--- src/rtl/decode_pkg.sv ---
// Shared encodings for the decode control stage: field positions, opcodes,
// write-back selects, FSM states and the packed control bundle.
package decode_pkg;

  localparam int OPC_LO   = 27;
  localparam int OPC_W    = 5;
  localparam int RD_LO    = 22;
  localparam int RS_LO    = 17;
  localparam int RT_LO    = 12;
  localparam int ALUOP_LO = 2;
  localparam int ALUOP_W  = 5;
  localparam int IMM_W    = 17;
  localparam int TGT_W    = 27;

  localparam logic [OPC_W-1:0] OP_R    = 5'b00000;
  localparam logic [OPC_W-1:0] OP_J    = 5'b00001;
  localparam logic [OPC_W-1:0] OP_BNE  = 5'b00010;
  localparam logic [OPC_W-1:0] OP_JAL  = 5'b00011;
  localparam logic [OPC_W-1:0] OP_JR   = 5'b00100;
  localparam logic [OPC_W-1:0] OP_ADDI = 5'b00101;
  localparam logic [OPC_W-1:0] OP_BLT  = 5'b00110;
  localparam logic [OPC_W-1:0] OP_SW   = 5'b00111;
  localparam logic [OPC_W-1:0] OP_LW   = 5'b01000;
  localparam logic [OPC_W-1:0] OP_SETX = 5'b10101;
  localparam logic [OPC_W-1:0] OP_BEX  = 5'b10110;

  localparam logic [ALUOP_W-1:0] ALU_ADD = 5'b00000;
  localparam logic [ALUOP_W-1:0] ALU_SUB = 5'b00001;
  localparam logic [ALUOP_W-1:0] ALU_MUL = 5'b00110;
  localparam logic [ALUOP_W-1:0] ALU_DIV = 5'b00111;

  localparam logic [1:0] WB_ALU = 2'b00;
  localparam logic [1:0] WB_MEM = 2'b01;
  localparam logic [1:0] WB_PC1 = 2'b10;
  localparam logic [1:0] WB_MD  = 2'b11;

  localparam int REG_LINK = 31;
  localparam int REG_STAT = 30;

  typedef enum logic [1:0] {
    ST_IDLE    = 2'd0,
    ST_MD_BUSY = 2'd1,
    ST_MD_OUT  = 2'd2
  } state_t;

  typedef struct packed {
    logic [ALUOP_W-1:0] alu_sel;
    logic               imm_sel;
    logic               b_sel;
    logic               reg_we;
    logic               mem_we;
    logic [1:0]         wb_sel;
    logic               is_branch;
    logic               is_jump;
    logic               illegal;
  } ctrl_t;

  localparam int CTRL_W = $bits(ctrl_t);

  function automatic logic is_md_aluop(input logic [ALUOP_W-1:0] a);
    return (a == ALU_MUL) || (a == ALU_DIV);
  endfunction

endpackage

--- src/rtl/insn_decoder.sv ---
// Combinational opcode decoder: instruction word to raw control bundle,
// forced register addresses, extracted immediate/target and mul/div flags.
module insn_decoder
  import decode_pkg::*;
#(
  parameter int INSN_W     = 32,
  parameter int REG_AW     = 5,
  parameter bit MULTDIV_EN = 1'b1
) (
  input  logic [INSN_W-1:0] insn,
  output logic [CTRL_W-1:0] ctrl,
  output logic [REG_AW-1:0] rd,
  output logic [REG_AW-1:0] rs,
  output logic [REG_AW-1:0] rt,
  output logic [31:0]       imm,
  output logic [TGT_W-1:0]  target,
  output logic              is_md,
  output logic              md_div
);

  logic [OPC_W-1:0]   opcode;
  logic [ALUOP_W-1:0] aluop;
  ctrl_t              c;

  assign opcode = insn[OPC_LO +: OPC_W];
  assign aluop  = insn[ALUOP_LO +: ALUOP_W];
  assign imm    = {{(32-IMM_W){insn[IMM_W-1]}}, insn[IMM_W-1:0]};
  assign target = insn[TGT_W-1:0];
  assign md_div = aluop[0];
  assign ctrl   = c;

  always_comb begin
    c     = '0;
    rd    = insn[RD_LO +: REG_AW];
    rs    = insn[RS_LO +: REG_AW];
    rt    = insn[RT_LO +: REG_AW];
    is_md = 1'b0;
    case (opcode)
      OP_R: begin
        c.alu_sel = aluop;
        c.reg_we  = 1'b1;
        c.wb_sel  = WB_ALU;
        if (is_md_aluop(aluop)) begin
          if (MULTDIV_EN) begin
            is_md = 1'b1;
          end else begin
            c.illegal = 1'b1;
            c.reg_we  = 1'b0;
          end
        end
      end
      OP_ADDI, OP_LW: begin
        c.alu_sel = ALU_ADD;
        c.b_sel   = 1'b1;
        c.imm_sel = 1'b1;
        c.reg_we  = 1'b1;
        c.wb_sel  = (opcode == OP_LW) ? WB_MEM : WB_ALU;
      end
      OP_SW: begin
        // store data is read through the rt port, so steer rd onto it
        c.b_sel   = 1'b1;
        c.imm_sel = 1'b1;
        c.mem_we  = 1'b1;
        rt        = insn[RD_LO +: REG_AW];
      end
      OP_BNE, OP_BLT: begin
        c.alu_sel   = ALU_SUB;
        c.is_branch = 1'b1;
      end
      OP_BEX: begin
        c.is_branch = 1'b1;
        rs          = REG_AW'(REG_STAT);
      end
      OP_J, OP_JR: c.is_jump = 1'b1;
      OP_JAL: begin
        c.is_jump = 1'b1;
        c.reg_we  = 1'b1;
        c.wb_sel  = WB_PC1;
        rd        = REG_AW'(REG_LINK);
      end
      OP_SETX: begin
        c.reg_we = 1'b1;
        rd       = REG_AW'(REG_STAT);
      end
      default: c.illegal = 1'b1;
    endcase
  end

endmodule

--- src/rtl/decode_ctrl_stage.sv ---
// Registered decode stage: valid/ready handshake, held output bundle and a
// small FSM that sequences multi-cycle mult/div issue with a timeout.
module decode_ctrl_stage
  import decode_pkg::*;
#(
  parameter int INSN_W     = 32,
  parameter int REG_AW     = 5,
  parameter bit MULTDIV_EN = 1'b1,
  parameter int MD_TIMEOUT = 64
) (
  input  logic              clock,
  input  logic              reset,
  input  logic              in_valid,
  output logic              in_ready,
  input  logic [INSN_W-1:0] insn,
  input  logic              flush,
  output logic              out_valid,
  input  logic              out_ready,
  output logic [4:0]        alu_sel,
  output logic              imm_sel,
  output logic              b_sel,
  output logic              reg_we,
  output logic              mem_we,
  output logic [1:0]        wb_sel,
  output logic              is_branch,
  output logic              is_jump,
  output logic [REG_AW-1:0] rd,
  output logic [REG_AW-1:0] rs,
  output logic [REG_AW-1:0] rt,
  output logic [31:0]       imm,
  output logic [26:0]       target,
  output logic              illegal,
  output logic              md_start,
  output logic              md_is_div,
  input  logic              md_done,
  output logic              md_abort,
  output logic              md_err
);

  logic [CTRL_W-1:0] dec_ctrl;
  logic [REG_AW-1:0] dec_rd, dec_rs, dec_rt;
  logic [31:0]       dec_imm;
  logic [TGT_W-1:0]  dec_target;
  logic              dec_is_md, dec_md_div;

  insn_decoder #(
    .INSN_W     (INSN_W),
    .REG_AW     (REG_AW),
    .MULTDIV_EN (MULTDIV_EN)
  ) u_dec (
    .insn   (insn),
    .ctrl   (dec_ctrl),
    .rd     (dec_rd),
    .rs     (dec_rs),
    .rt     (dec_rt),
    .imm    (dec_imm),
    .target (dec_target),
    .is_md  (dec_is_md),
    .md_div (dec_md_div)
  );

  state_t            state_q, state_d;
  logic [7:0]        cnt_q, cnt_d;
  logic              out_valid_q, out_valid_d;
  ctrl_t             ctrl_q, ctrl_d;
  logic [REG_AW-1:0] rd_q, rd_d, rs_q, rs_d, rt_q, rt_d;
  logic [31:0]       imm_q, imm_d;
  logic [TGT_W-1:0]  target_q, target_d;
  logic              md_err_q, md_err_d;
  logic              in_ready_w, accept, md_start_w, md_abort_w;

  assign in_ready_w = !reset && !flush && (state_q == ST_IDLE) &&
                      (!out_valid_q || out_ready);
  assign accept     = in_valid && in_ready_w;

  always_comb begin
    state_d     = state_q;
    cnt_d       = cnt_q;
    out_valid_d = out_valid_q;
    ctrl_d      = ctrl_q;
    rd_d        = rd_q;
    rs_d        = rs_q;
    rt_d        = rt_q;
    imm_d       = imm_q;
    target_d    = target_q;
    md_err_d    = md_err_q;
    md_start_w  = 1'b0;
    md_abort_w  = 1'b0;
    case (state_q)
      ST_IDLE: begin
        if ((out_valid_q && out_ready) || flush) out_valid_d = 1'b0;
        if (accept) begin
          ctrl_d   = ctrl_t'(dec_ctrl);
          rd_d     = dec_rd;
          rs_d     = dec_rs;
          rt_d     = dec_rt;
          imm_d    = dec_imm;
          target_d = dec_target;
          md_err_d = 1'b0;
          if (dec_is_md) begin
            // bundle parks in the output register until the unit answers
            md_start_w  = 1'b1;
            out_valid_d = 1'b0;
            cnt_d       = '0;
            state_d     = ST_MD_BUSY;
          end else begin
            out_valid_d = 1'b1;
          end
        end
      end
      ST_MD_BUSY: begin
        cnt_d = cnt_q + 8'd1;
        if (flush) begin
          md_abort_w = 1'b1;
          cnt_d      = '0;
          state_d    = ST_IDLE;
        end else if (md_done) begin
          ctrl_d.wb_sel = WB_MD;
          md_err_d      = 1'b0;
          out_valid_d   = 1'b1;
          state_d       = ST_MD_OUT;
        end else if (cnt_q == 8'(MD_TIMEOUT - 1)) begin
          md_err_d    = 1'b1;
          out_valid_d = 1'b1;
          state_d     = ST_MD_OUT;
        end
      end
      ST_MD_OUT: begin
        if (flush || out_ready) begin
          out_valid_d = 1'b0;
          cnt_d       = '0;
          state_d     = ST_IDLE;
        end
      end
      default: state_d = ST_IDLE;
    endcase
  end

  always_ff @(posedge clock) begin
    if (reset) begin
      state_q     <= ST_IDLE;
      cnt_q       <= '0;
      out_valid_q <= 1'b0;
      ctrl_q      <= '0;
      rd_q        <= '0;
      rs_q        <= '0;
      rt_q        <= '0;
      imm_q       <= '0;
      target_q    <= '0;
      md_err_q    <= 1'b0;
    end else begin
      state_q     <= state_d;
      cnt_q       <= cnt_d;
      out_valid_q <= out_valid_d;
      ctrl_q      <= ctrl_d;
      rd_q        <= rd_d;
      rs_q        <= rs_d;
      rt_q        <= rt_d;
      imm_q       <= imm_d;
      target_q    <= target_d;
      md_err_q    <= md_err_d;
    end
  end

  assign in_ready  = in_ready_w;
  assign md_start  = md_start_w;
  assign md_is_div = md_start_w && dec_md_div;
  assign md_abort  = md_abort_w && !reset;
  assign out_valid = out_valid_q;
  assign alu_sel   = ctrl_q.alu_sel;
  assign imm_sel   = ctrl_q.imm_sel;
  assign b_sel     = ctrl_q.b_sel;
  assign reg_we    = ctrl_q.reg_we;
  assign mem_we    = ctrl_q.mem_we;
  assign wb_sel    = ctrl_q.wb_sel;
  assign is_branch = ctrl_q.is_branch;
  assign is_jump   = ctrl_q.is_jump;
  assign illegal   = ctrl_q.illegal;
  assign rd        = rd_q;
  assign rs        = rs_q;
  assign rt        = rt_q;
  assign imm       = imm_q;
  assign target    = target_q;
  assign md_err    = md_err_q;

endmodule

--- config.mk ---
export PLATFORM = sky130hd
export DESIGN_NAME = decode_ctrl_stage
export DESIGN_NICKNAME = d
export VERILOG_FILES = /design/src/rtl/decode_pkg.sv /design/src/rtl/insn_decoder.sv /design/src/rtl/decode_ctrl_stage.sv
export SDC_FILE = /design/constraint.sdc
export NUM_CORES = 1
export LEC_CHECK = 0
export ABC_AREA = 1
export CAP_MARGIN = 5
export CORE_ASPECT_RATIO = 1.25
export CORE_MARGIN = 10
export CORE_UTILIZATION = 40
export CTS_CLUSTER_SIZE = 28
export DETAILED_ROUTE_END_ITERATION = 10
export PLACE_DENSITY = 0.74
export SLEW_MARGIN = 20
export SYNTH_ARGS = -nofsm -noshare
export SYNTH_HDL_FRONTEND = slang
export SYNTH_SLANG_ARGS = --single-unit
export TNS_END_PERCENT = 1
--- constraint.sdc ---
create_clock -name clock -period 2.19 [get_ports clock]
set_input_delay 0.657 -clock clock [delete_from_list [all_inputs] [get_ports clock]]
set_output_delay 0.657 -clock clock [all_outputs]
set_load 0.03 [all_outputs]
==> results of run 1 <==
[routing by layer]
metal,wire [um],track usage (%),vias up
met1,4320,18.3,1613
met3,860,7.03,13
met4,163,6.89,0
li1,-,-,1771
met5,0,0,-
met2,5540,30.1,114
[power by group through the flow]
stage | Clock (uW) | Combinational [uW] | Sequential [uW]
after CTS | 1000 | 592 | 1300
final | 988 | 590 | 1290
after global placement | 0 | 593 | 1320
after floorplan | 0 | 248 | 1410
after global routing | 1060 | 630 | 1300
after detailed placement | 0 | 599 | 1320
[per-stage QoR]
stage / instances / worst slack (ns) / cell area, um^2
after floorplan: 465 / 0.00389 / 3370
after global placement: 679 / -0.425 / 4740
after detailed placement: 679 / -0.443 / 4740
after CTS: 699 / -0.0630 / 4970
after global routing: 706 / -0.0461 / 5010
final: 706 / 0.0148 / 5010
[worst max-delay path by stage]
stage                  start        end  slack (ns)  cells after the start
global placement       reset   md_start       -0.42                      7
detailed placement     reset   md_start       -0.44                      7
CTS                 insn[28]   md_start       -0.06                      7
finish                 reset  md_is_div        0.01                      7
floorplan              reset  md_is_div       0.004                      7
global route           reset  md_is_div       -0.05                      7
[registers in the layout (all words and copies together) (netlist names)]
signal,flops
alu_sel,5
cnt_q,8
illegal,1
imm,16
imm_sel,1
is_branch,1
is_jump,1
md_err,1
mem_we,1
out_valid,1
rd,5
reg_we,1
rs,5
rt,5
state_q,2
target,11
wb_sel,2
[logic make-up after synthesis]
logic type                 Yosys count  synth area share [%]
AOI/OAI and AO/OA                   95                  15.3
adders and majority gates            6                  2.24
buffers and inverters               95                  15.3
DFF                                 67                  40.1
and+or+nand+nor                    202                  27.1
[worst register-to-register path: cells and delay by family (launching register included)]
| family | cells | cell delay (ns) |
|---|---|---|
| and+or+nand+nor | 3 | 0.33 |
| AOI/OAI and AO/OA | 2 | 0.25 |
| buffers and inverters | 4 | 0.56 |
| DFF | 1 | 0.36 |
| adders and majority gates | 1 | 0.22 |
[repair_timing]
| item | 4_1_cts | 5_1_grt |
|---|---|---|
| pin swaps | 11 | 15 |
| resized for setup | 53 | 25 |
| setup buffers | 5 | 7 |
| setup endpoints to repair | 21 | 3 |
[area by class of cell]
type                       instances  share of cell area, %
timing repair buffer             182                   32.6
multi-input combinational        303                   31.2
sequential                        67                   26.9
inverter                          42                   3.20
clock buffer                      11                   2.62
tap                               97                   2.42
clock inverter                     4                   1.05
[cells in the final DEF, fill, tap and decap left out, drive strengths merged]
cell / n
a211oi: 4
a21oi: 46
a31oi: 7
buf: 58
bufinv: 1
clkbuf: 18
clkdlybuf4s15: 1
clkdlybuf4s50: 96
clkinv: 3
dfxtp: 67
dlygate4sd2: 19
dlymetal6s2s: 1
ha: 6
inv: 42
nand2: 93
nand3: 35
nand3b: 1
nand4: 10
nor2: 60
nor3: 2
nor4: 1
o21a: 1
o21ai: 37
==> impl_metrics.csv, run 1 <==
group,metric,value,unit
route,viasPerCell,4.97,
setup_path,reg2regPathDepth,10,
setup_path,crit_top_cell,"nor2_4",
floorplanning,io_pins,132,
placement,place_hpwl,8320,um
layout,nets,649,
power_and_ir_drop,pwr-share-seq,45.1,%
sta,fin_hold_ws,0.444,ns
route,wl_per_cell,15.4,um
setup_path,cpLargestDelayFamily,"simple AND/OR/NAND/NOR gates",
power_and_ir_drop,swShare,29.2,%
clock_tree,clock-sinks,67,
placement,gp_congestion,0.876,
route,drcViolationCount,0,
synth,ys_seq_area_share,40.1,%
global_routing,grt_max_degree,36,
setup_path,regToRegEndpoint,"md_err$_SDFFE_PP0P_",
layout,area_delta_synth_final,49.7,%
clock_tree,clock_latency,0.35,ns
setup_path,critPathRequiredTime,1.53,ns
layout,num-fill-cells,751,
hold_path,hp-start,"md_err$_SDFFE_PP0P_",
synth,ys_warn_count,0,
floorplanning,die_height,122,um
global_routing,overflow,0,
clock_tree,root_buffer,"clkbuf_8",
layout,regArea,1350,um^2
synth,yosysTopAreaCellShare,40.1,%
setup_path,worstPathCellList,"buf_2 > nor2_4 > nand3_4 > nor2_4 > nand2_4 > nor2_4 > buf_6",
layout,multi_input_area,1570,um^2
synth,ys.flop_type,"dfxtp_1",
floorplanning,core_area,8190,um^2
route,drt-total-wl,10900,um
power_and_ir_drop,switchingPower,839,uW
power_and_ir_drop,power_density,573,nW/um^2
sta,grt_setup_unrepaired,"yes",
layout,antennaDiodeCount,0,
sta,setup_viol,0,
hold_path,hp-class,"flop to flop",
sta,fin_crit,2.18,ns
setup_path,r2r_start,"state_q[1]$_SDFFE_PP0P_",
clock_tree,postCtsHoldBufs,0,
setup_path,regToRegSetupSlack,0.42,ns
synth,synth_common_cells,"nand2_1, dfxtp_1, nor2_1",
synth,syn_inst,465,
synth,yosysTopAreaCell,"dfxtp_1",
hold_path,worstHoldEndpoint,"md_err$_SDFFE_PP0P_",
outcome,status,"finished, final reports clean",
power_and_ir_drop,power,2870,uW
floorplanning,start_util,40.8,%
floorplanning,die_area,12400,um^2
sta,clock.fmax,460,MHz
sta,hold_viol,0,
power_and_ir_drop,clock_power_share,34.4,%
global_routing,grt_pass1_wl,17100,um
synth,syn_area,3350,um^2
power_and_ir_drop,ir_drop,0.433,mV
flow_run,cap_violations,0,
route,drt_iter0_drc,146,
synth,synth_most_common_cell,"nand2_1",
clock_tree,cts_buffers,9,
global_routing,grt_usage,17.3,%
synth,synth_seq_cells,67,
placement,io_buffers,131,
synth,synth.area.top_cells,"dfxtp_1, nand2_1, buf_4",
sta,slew_violations,0,
layout,utilization,61.2,%
layout,drive_above_1_share,18.2,%
setup_path,critPathKind,"input pin to output port",
setup_path,crit_buf_inv,2,
power_and_ir_drop,pwr-share-comb,20.5,%
setup_path,start_kind,"input pin",
sta,timing.slew.headroom,73.0,%
global_routing,grt_pass1_vias,3481,
setup_path,cp.arrival,1.52,ns
floorplanning,die_w,102,um
clock_tree,cts_tree,"done",
route,drtPass1Iterations,4,
synth,ys_types,28,
floorplanning,rows,37,
clock_tree,cts_buffer_depth,2,
power_and_ir_drop,p_leak,0.00212,uW
clock_tree,cts_max_level,3,
setup_path,crit_path_top_delay_cell,"nor2_4",
setup_path,max_stage_delay,0.19,ns
synth,synthesis.nets,509,
sta,post-route-period-util,99.3,%
global_routing,antenna_found_initial,0,
synth,synth_edf_count,0,
sta,finalSetupTns,0,ns
route,ant_nets,0,
sta,finClkSkew,0.00956,ns
hold_path,hold_depth,2,
setup_path,crit_fanout,4,
synth,syn_avg_cell_area,7.20,um^2
power_and_ir_drop,p_int,2030,uW
route,dr_total_vias,3511,
synth,synth-async-reset-ratio,0,%
clock_tree,clkTransAtPathRegs,0.06,ns
setup_path,cp-end-kind,"output port",
sta,tightest_slew,0.403,ns
Power figures use the tool's default switching activity.
==> run 2: changes to the inputs <==
- CELL_PAD_IN_SITES_DETAIL_PLACEMENT: default -> 0
- CELL_PAD_IN_SITES_GLOBAL_PLACEMENT: default -> 2
- CORE_UTILIZATION: 40 -> 23
- PLACE_DENSITY: 0.74 -> 0.79
==> run 2 against run 1 <==
Net effect: the flow now finishes with violations (negative setup slack); sequential share of layout area shrank 1.3 points; first-iteration DRC count grew 42%; cell area grew 4.9%; wire length grew 8.2%; sequential power is essentially flat.
==> impl_metrics.csv, run 2 (same netlist as run 1, synthesis figures left out) <==
group,metric,value,unit
sta,finalSetupTns,-0.000578,ns
setup_path,critPathRequiredTime,1.53,ns
layout,final_cell_mix,"clkdlybuf4s50_1, nand2_1, dfxtp_1",
placement,dpl_cell_area,4900,um^2
setup_path,crit_buf_inv,2,
setup_path,critPathKind,"input pin to output port",
clock_tree,root_buffer,"clkbuf_16",
floorplanning,die_height,155,um
setup_path,crit_path_top_delay_cell,"nor2_4",
sta,finalWorstSetupSlack,-0.000578,ns
layout,antennaDiodeCount,0,
setup_path,cp.arrival,1.53,ns
layout,layout_commonest_cell,"clkdlybuf4s50_1",
setup_path,max_stage_delay,0.19,ns
floorplanning,start_util,23.3,%
clock_tree,postCtsHoldBufs,0,
power_and_ir_drop,pwr-share-seq,37.8,%
power_and_ir_drop,switchingPower,936,uW
floorplanning,io_pins,132,
power_and_ir_drop,pwr-share-comb,17.0,%
route,drcViolationCount,0,
placement,io_buffers,131,
route,dr_total_vias,3415,
route,viasPerCell,4.33,
power_and_ir_drop,clock_power_share,45.2,%
sta,timing.slew.headroom,72.3,%
floorplanning,die_area,19800,um^2
layout,largest_reg_flops,16,
global_routing,grt_pass1_vias,3501,
floorplanning,rows,49,
route,ant_nets,0,
clock_tree,cts_max_level,3,
setup_path,cpLargestDelayFamily,"simple AND/OR/NAND/NOR gates",
setup_path,regToRegSetupSlack,0.32,ns
route,drt-total-wl,11800,um
global_routing,grt_max_degree,60,
route,drt_iter0_drc,208,
sta,finClkSkew,0.00417,ns
clock_tree,cts_buffers,9,
outcome,failed_checks,"negative setup slack",
clock_tree,clock-sinks,67,
power_and_ir_drop,swShare,27.2,%
clock_tree,clock_latency,0.33,ns
placement,post-place-ws,-0.538,ns
layout,final_cells,788,
hold_path,hp-class,"flop to flop",
sta,post-route-period-util,100,%
clock_tree,cts_tree,"done",
floorplanning,die_w,128,um
setup_path,worstPathCellList,"clkbuf_2 > nor2_4 > nand2_2 > nor2_4 > nand2_2 > nor2_4 > buf_6",
setup_path,crit_top_cell,"nor2_4",
global_routing,grt_pass1_wl,18900,um
layout,num-fill-cells,1561,
power_and_ir_drop,ir_drop,0.370,mV
sta,fin_crit,2.19,ns
sta,tightest_slew,0.416,ns
layout,multi_input_area,1570,um^2
layout,fin_area,5260,um^2
flow_run,cap_violations,0,
global_routing,grt_usage,11.7,%
placement,placed_cells,767,
clock_tree,clkTransAtPathRegs,0.06,ns
placement,place_hpwl,9180,um
outcome,status,"finished, violations left",
sta,clock.fmax,457,MHz
global_routing,antenna_found_initial,0,
floorplanning,core_area,14300,um^2
setup_path,start_kind,"input pin",
route,wl_per_cell,15.0,um
power_and_ir_drop,power_density,654,nW/um^2
power_and_ir_drop,p_leak,0.00219,uW
sta,grt_setup_unrepaired,"yes",
setup_path,cp-end-kind,"output port",
layout,drive_above_1_share,18.2,%
global_routing,overflow,0,
sta,slew_violations,0,
sta,hold_viol,0,
power_and_ir_drop,p_int,2500,uW
clock_tree,cts_buffer_depth,2,
route,drtPass1Iterations,5,
setup_path,crit_fanout,4,
sta,setup_viol,1,
layout,nets,650,
layout,regArea,1340,um^2
placement,gp_congestion,0.827,
layout,area_delta_synth_final,57.0,%
-- run 2: path summary, 6_finish.rpt --
path                           startpoint                     end  cells after the start
setup reg to reg  state_q[0]$_SDFFE_PP0P_  wb_sel[1]$_SDFFE_PP0P_                     10
hold / removal        md_err$_SDFFE_PP0P_     md_err$_SDFFE_PP0P_                      2
hold reg to reg       md_err$_SDFFE_PP0P_     md_err$_SDFFE_PP0P_                      2
setup / recovery                 insn[31]               md_is_div                      7
-- run 2: area by class of cell --
cell class | count | area share, %
clock inverters | 6 | 1.71
inverters | 42 | 3.00
clock buffers | 9 | 4.28
well taps | 178 | 4.24
repair buffers | 183 | 31.4
multi-input cells | 303 | 29.8
flip-flops and latches | 67 | 25.6
-- run 2: repair_timing --
| item | 4_1_cts | 5_1_grt |
|---|---|---|
| resized for setup | 46 | 26 |
| endpoints found under the setup margin | 39 | 6 |
| endpoints found under the hold margin | 0 | 0 |
| pin swaps | 7 | 11 |
| setup buffers | 5 | 1 |
-- run 2: through the flow --
stage / util, % / power [uW] / hold slack (ns)
after floorplan: - / 1660 / 0.476
after global placement: 34.2 / 1930 / 0.447
after detailed placement: 34.2 / 1930 / 0.446
after CTS: 36.5 / 3490 / 0.457
after global routing: 36.6 / 3590 / 0.496
final: 36.6 / 3440 / 0.450
-- run 2: power by group through the flow --
| stage | Sequential (uW) | Combinational [uW] | Clock (uW) |
|---|---|---|---|
| global route | 1310 | 631 | 1660 |
| CTS | 1300 | 594 | 1600 |
| floorplan | 1410 | 248 | 0 |
| detailed placement | 1330 | 606 | 0 |
| global placement | 1320 | 602 | 0 |
| finish | 1300 | 586 | 1550 |
-- run 2: tightest hold or removal path, stage by stage, from the launching register on --
cell	delay [ns]
dfxtp_1	0.31
inv_1	0.05
a21oi_1	0.05
-- run 2: routing by layer --
layer	global-route usage (%)	up-vias	part of all wire, %
met5	0	-	0
li1	-	1779	-
met3	3.09	12	5.4
met2	20.6	86	51
met4	4.08	0	1.5
met1	13.2	1538	42
